--- config.mk ---
export PLATFORM = sky130hd
export DESIGN_NAME = cpu_phase_gen
export DESIGN_NICKNAME = d
export VERILOG_FILES = /design/src/rtl/cpu_pkg.sv /design/src/rtl/cpu_phase_win.sv /design/src/rtl/cpu_phase_gen.sv
export SDC_FILE = /design/constraint.sdc
export NUM_CORES = 1
export LEC_CHECK = 0
export CAP_MARGIN = 0
export CORE_ASPECT_RATIO = 2
export CORE_MARGIN = 5
export CORE_UTILIZATION = 46
export DETAILED_ROUTE_END_ITERATION = 16
export GPL_TIMING_DRIVEN = 1
export PLACE_DENSITY = 0.78
export SYNTH_ARGS = -nofsm -noshare
export SYNTH_HDL_FRONTEND = slang
export SYNTH_HIERARCHICAL = 1
export SYNTH_SLANG_ARGS = --single-unit
--- constraint.sdc ---
create_clock -name clk -period 1.9 [get_ports clk]
set_input_delay 0.19 -clock clk [delete_from_list [all_inputs] [get_ports clk]]
set_output_delay 0.19 -clock clk [all_outputs]
set_load 0.05 [all_outputs]
--- src/rtl/cpu_pkg.sv ---
// Shared types and default phase constants for the multi-cycle CPU control.
// Latency: n/a (declarations only).
// Backpressure: n/a.
package cpu_pkg;

    typedef enum logic [1:0] {
        ST_IDLE   = 2'd0,
        ST_ACTIVE = 2'd1,
        ST_PAUSE  = 2'd2
    } cpu_state_e;

    localparam int PHASES_DEF      = 8;
    localparam int ALU_PHASE_DEF   = 1;
    localparam int FETCH_START_DEF = 3;
    localparam int FETCH_END_DEF   = 6;

endpackage

--- src/rtl/cpu_phase_win.sv ---
// Window comparator: flags a phase index lying inside [lo, hi] inclusive.
// Latency: purely combinational.
// Backpressure: none.
module cpu_phase_win #(
    parameter int W = 3
) (
    input  logic [W-1:0] lo,
    input  logic [W-1:0] hi,
    input  logic [W-1:0] phase,
    output logic         in_window
);

    assign in_window = (phase >= lo) && (phase <= hi);

endmodule

--- src/rtl/cpu_phase_gen.sv ---
// Instruction-cycle phase generator with stall freeze, graceful stop, single-step and cycle counter.
// Latency: all outputs registered; they equal the decode of the state/phase held in the same flops.
// Backpressure: stall freezes the whole generator while ACTIVE; ignored in IDLE and PAUSE.
module cpu_phase_gen
    import cpu_pkg::*;
#(
    parameter int PHASES      = PHASES_DEF,
    parameter int ALU_PHASE   = ALU_PHASE_DEF,
    parameter int FETCH_START = FETCH_START_DEF,
    parameter int FETCH_END   = FETCH_END_DEF,
    parameter int CNT_W       = 16,
    localparam int PW         = (PHASES > 1) ? $clog2(PHASES) : 1
) (
    input  logic             clk,
    input  logic             reset,
    input  logic             run,
    input  logic             stall,
    input  logic             step_mode,
    input  logic             step_req,
    output logic             fetch,
    output logic             alu_ena,
    output logic [PW-1:0]    phase,
    output logic             cycle_start,
    output logic             halted,
    output logic [CNT_W-1:0] cycle_cnt
);

    localparam logic [PW-1:0] LAST_PH = PW'(PHASES - 1);

    // Refuse to elaborate with parameters that would make the windows meaningless.
    if (PHASES < 2) begin : g_chk_phases
        $error("cpu_phase_gen: PHASES must be >= 2");
    end
    if (ALU_PHASE < 0 || ALU_PHASE >= PHASES) begin : g_chk_alu
        $error("cpu_phase_gen: ALU_PHASE must be in [0, PHASES)");
    end
    if (FETCH_START < 0 || FETCH_START > FETCH_END || FETCH_END >= PHASES) begin : g_chk_fetch
        $error("cpu_phase_gen: need 0 <= FETCH_START <= FETCH_END < PHASES");
    end
    if (CNT_W < 1) begin : g_chk_cnt
        $error("cpu_phase_gen: CNT_W must be >= 1");
    end

    cpu_state_e       state_q, state_d;
    logic [PW-1:0]    phase_q, phase_d;
    logic             fetch_q, fetch_d;
    logic             alu_ena_q, alu_ena_d;
    logic             cycle_start_q, cycle_start_d;
    logic             halted_q, halted_d;
    logic [CNT_W-1:0] cycle_cnt_q, cycle_cnt_d;
    logic             enter_p0;
    logic             fetch_win;
    logic             alu_win;

    // Windows are evaluated on the next phase so the registered enables line up with phase_q.
    cpu_phase_win #(.W(PW)) u_fetch_win (
        .lo        (PW'(FETCH_START)),
        .hi        (PW'(FETCH_END)),
        .phase     (phase_d),
        .in_window (fetch_win)
    );

    cpu_phase_win #(.W(PW)) u_alu_win (
        .lo        (PW'(ALU_PHASE)),
        .hi        (PW'(ALU_PHASE)),
        .phase     (phase_d),
        .in_window (alu_win)
    );

    // Next state/phase: a started instruction cycle always runs to its last phase.
    always_comb begin
        state_d  = state_q;
        phase_d  = phase_q;
        enter_p0 = 1'b0;
        unique case (state_q)
            ST_IDLE: begin
                if (run) begin
                    state_d  = ST_ACTIVE;
                    phase_d  = '0;
                    enter_p0 = 1'b1;
                end
            end
            ST_ACTIVE: begin
                if (!stall) begin
                    if (phase_q == LAST_PH) begin
                        phase_d = '0;
                        if (!run) begin
                            state_d = ST_IDLE;
                        end else if (step_mode) begin
                            state_d = ST_PAUSE;
                        end else begin
                            enter_p0 = 1'b1;
                        end
                    end else begin
                        phase_d = phase_q + PW'(1);
                    end
                end
            end
            ST_PAUSE: begin
                // A step request outranks a concurrent stop.
                if (step_req) begin
                    state_d  = ST_ACTIVE;
                    phase_d  = '0;
                    enter_p0 = 1'b1;
                end else if (!run) begin
                    state_d = ST_IDLE;
                end
            end
            default: begin
                state_d = ST_IDLE;
                phase_d = '0;
            end
        endcase
    end

    // Output decode of the next state; a stalled ACTIVE state decodes to the same values, so outputs hold.
    always_comb begin
        fetch_d       = (state_d == ST_ACTIVE) && fetch_win;
        alu_ena_d     = (state_d == ST_ACTIVE) && alu_win;
        cycle_start_d = (state_d == ST_ACTIVE) && (phase_d == '0);
        halted_d      = (state_d != ST_ACTIVE);
        cycle_cnt_d   = enter_p0 ? cycle_cnt_q + CNT_W'(1) : cycle_cnt_q;
    end

    // State and output registers; reset wins over stall and aborts any cycle in flight.
    always_ff @(posedge clk) begin
        if (reset) begin
            state_q       <= ST_IDLE;
            phase_q       <= '0;
            fetch_q       <= 1'b0;
            alu_ena_q     <= 1'b0;
            cycle_start_q <= 1'b0;
            halted_q      <= 1'b1;
            cycle_cnt_q   <= '0;
        end else begin
            state_q       <= state_d;
            phase_q       <= phase_d;
            fetch_q       <= fetch_d;
            alu_ena_q     <= alu_ena_d;
            cycle_start_q <= cycle_start_d;
            halted_q      <= halted_d;
            cycle_cnt_q   <= cycle_cnt_d;
        end
    end

    assign fetch       = fetch_q;
    assign alu_ena     = alu_ena_q;
    assign phase       = phase_q;
    assign cycle_start = cycle_start_q;
    assign halted      = halted_q;
    assign cycle_cnt   = cycle_cnt_q;

endmodule

==> impl_metrics.yaml <==
cells_and_area:
  finalNetCount: 243
  final_common_cell: "clkdlybuf4s50_1"
  instances_no_fill: 252
  num_antenna_cells: 0
  layout_cell_share_with_drive_strength_beyond_1_pct: 20.81
  top_library_cells_by_usage_in_the_layout_fill_and_taps_aside: "clkdlybuf4s50_1, dfxtp_1, buf_4, conb_1"
  fin_area_um2: 2148
  area.growth.synth_to_final_pct: 42.85
timing:
  final_critical_path_share_of_the_clock_period_pct: 103.7
  slew_headroom_pct: 65.21
  period_needed_ns: 1.971
  final-hold-violation-count: 0
  setup_slack_of_the_critical_path_after_layout_ns: -0.07053
  fmax_mhz: 507.5
  final.setup_skew_ns: 0.002548
  grt_setup_unrepaired: "true"
  tightestPinTransition_ns: 0.5202
  report.final.slew_viol_count: 0
  finalSetupViolCount: 6
route:
  detail_route.wirelength_um: 3856
  drc: 0
  viasPerCell: 5.778
  post_drt_wl_per_cell_um: 15.30
  drt_iter0_drc: 27
  dr.pass1.iters: 4
  antenna_left: 0
  via_count: 1456
global_route:
  first_global_vias: 1497
  first_pass_grt_wire_length_um: 6410
  gr-total-overflow: 0
  antenna_found_initial: 0
  pin_count_of_the_biggest_net_entering_global_routing: 20
  gr-usage-all-layers_pct: 17.20
logic_synthesis:
  netlist_instances: 169
  synth-main-ff-cell: "dfxtp_1"
  share_of_async_settable_or_async_resettable_flops_after_synthesis_pct: 0
  synth.mux.area_fraction_pct: 3.411
  synth-edff-count: 0
  register_area_share_after_synthesis_pct: 33.28
  synth_seq_cells: 25
  post_synth_xor_xnor_area_pct: 1.165
  synth-warning-count: 6
  synth_cell_types: 41
  yosys.area_share.adder_pct: 12.48
  synth_compound_area_share_pct: 17.89
  netlist_area_um2: 1504
  synthesis.area_per_instance_um2: 8.899
  yosys.area_share.simple_pct: 25.71
  dominant_combinational_cell_family_by_area_after_synthesis: "simple AND/OR/NAND/NOR gates"
power_and_ir_drop:
  comb_pwr_share_pct: 20.4
  power.share.clock_pct: 29.6
  power.share.sequential_pct: 50.0
  switchingPower_uw: 317.2
  internal_power_uw: 775.8
  power.density_cell_area_nw_per_um2: 508.8
  cellLeakagePower_uw: 0.0008561
  power.switching_fraction_pct: 29.02
  irDropWorstVdd_mv: 0.4013
run_status:
  status: "finished, violations left"
  failed_checks: "setup timing"
clocking:
  h-tree-depth: 1
  cts_tree: "built"
  clock-root-buffer: "clkbuf_8"
  hold_buffers: 0
  cts-root-to-sink-buffers: 2
  clkLatencyLatePin_ns: 0.28
  clk_pin_slew_ns: 0.09
  number_of_cts_inserted_buffers: 3
  tritoncts_num_sinks: 25
setup_path:
  cp-start-kind: "register"
  worst-endpoint-required_ns: 2.08
  r2r_slack_ns: -0.07
  critPathMaxFanout: 4
  cp_data_arrival_time_ns: 2.15
  critPathKind: "reg -> reg"
  kind_of_end_point_of_the_critical_path: "register"
floorplanning:
  rows: 29
  floorplan.core_area_um2: 3157
  die_x_um: 50.43
  die_height_um: 90.86
  io_pins: 29
  fp.dieArea_um2: 4582
  initial_utilization_pct: 47.64
placement:
  detailed_place_hpwl_um: 3073
  place_congestion: 0.8111
  place.port_buffers: 28
  postPlaceCellArea_um2: 2011
  place_inst: 248
min_path:
  min-delay-path-class: "reg -> reg"
job:
  drv.max_cap_violation_count: 0
[Yosys cell counts, types with 3 or more instances]
| cell type | n | area share [%] |
|---|---|---|
| nor2_1 | 8 | 2.0 |
| inv_1 | 13 | 3.2 |
| o21ai_0 | 10 | 3.3 |
| mux2i_1 | 4 | 2.7 |
| o2bb2ai_1 | 3 | 1.7 |
| or3_1 | 7 | 2.9 |
| o31ai_1 | 5 | 2.5 |
| or4_1 | 5 | 2.5 |
| nor4_1 | 3 | 1.2 |
| ha_1 | 15 | 12 |
| a21oi_1 | 13 | 4.3 |
| nand3_1 | 6 | 2.0 |
| nand2b_1 | 4 | 1.7 |
| nand2_1 | 7 | 1.7 |
| and4_1 | 3 | 1.7 |
| nor2b_1 | 5 | 2.1 |
| nand4_1 | 3 | 1.2 |
| dfxtp_1 | 25 | 33 |
[power by group through the flow]
| stage | clock (uW) | sequential [uW] | combinational, uW |
|---|---|---|---|
| 6_report | 324 | 546 | 223 |
| 5_1_grt | 353 | 548 | 245 |
| 4_1_cts | 336 | 546 | 206 |
| 3_5_place_dp | 0 | 559 | 204 |
| 3_3_place_gp | 0 | 558 | 194 |
| 2_1_floorplan | 0 | 595 | 97.5 |
[registers in the layout (all words and copies together) (netlist names)]
name and flops:
alu_ena 1, cycle_cnt 16, cycle_start 1, fetch 1, halted 1, phase 3
state_q 2
[timing repair]
| action | in CTS | in global routing |
|---|---|---|
| gates resized for setup | 3 | 13 |
| hold endpoints to repair | 0 | 0 |
| buffers inserted | 0 | 0 |
| pin swaps | 7 | 14 |
| endpoints found under the setup margin | 3 | 9 |
[final timing paths]
path	startpoint	endpoint	cells past startpoint
setup / recovery	phase[1]	fetch	11
hold reg to reg	cycle_cnt[15]	cycle_cnt[15]	2
hold / removal	cycle_cnt[15]	cycle_cnt[15]	2
setup reg to reg	phase[1]	fetch	11
[routing by layer]
metal  share of wire (%)  track usage, %  wire (um)  up-vias
met5                   0               0          0        -
met2                  59           33.72       2268       45
met4                 2.8           9.382        108        0
met3                 3.4           1.322        133        9
met1                  35           16.07       1344      691
li1                    -               -          -      711
[layout make-up]
class | count | area (um^2)
fillers | 240 | 1008
clock inverters | 1 | 5.005
well taps | 31 | 38.79
flip-flops and latches | 25 | 513.0
clock buffers | 3 | 41.29
multi-input cells | 136 | 1100
repair buffers | 43 | 399.1
inverters | 13 | 51.30
[cell families after synthesis]
kind of cell             count (synthesis)
other                                    2
XOR/XNOR                                 2
AO/OA/AOI/OAI                           40
AND/OR/NAND/NOR                         62
flip-flops                              25
multiplexers                             5
buffers and inverters                   18
adder cells (fa/ha/maj)                 15
[critical path, stage by stage, from the launching register on]
cell,delay [ns]
dfxtp_4,0.37
ha_4,0.14
ha_4,0.16
nor3_4,0.04
a21oi_2,0.18
o2bb2ai_4,0.11
inv_4,0.10
ha_4,0.20
nor3b_2,0.18
nor2_1,0.06
o22a_1,0.19
and2_1,0.13
[stage by stage]
step | setup TNS [ns] | setup WS, ns | hold WS (ns) | total power [uW] | util, %
finish | -0.2251 | -0.07053 | 0.4946 | 1093 | 68.05
global route | -0.9833 | -0.1589 | 0.5194 | 1146 | 68.05
CTS | -0.2358 | -0.1283 | 0.4927 | 1087 | 65.64
detailed placement | -2.967 | -0.3492 | 0.4794 | 762.0 | 63.69
global placement | -2.136 | -0.2463 | 0.4658 | 751.6 | 63.69
floorplan | -0.01848 | -0.01490 | 0.3487 | 692.3 | -
Power figures use the tool's default switching activity.
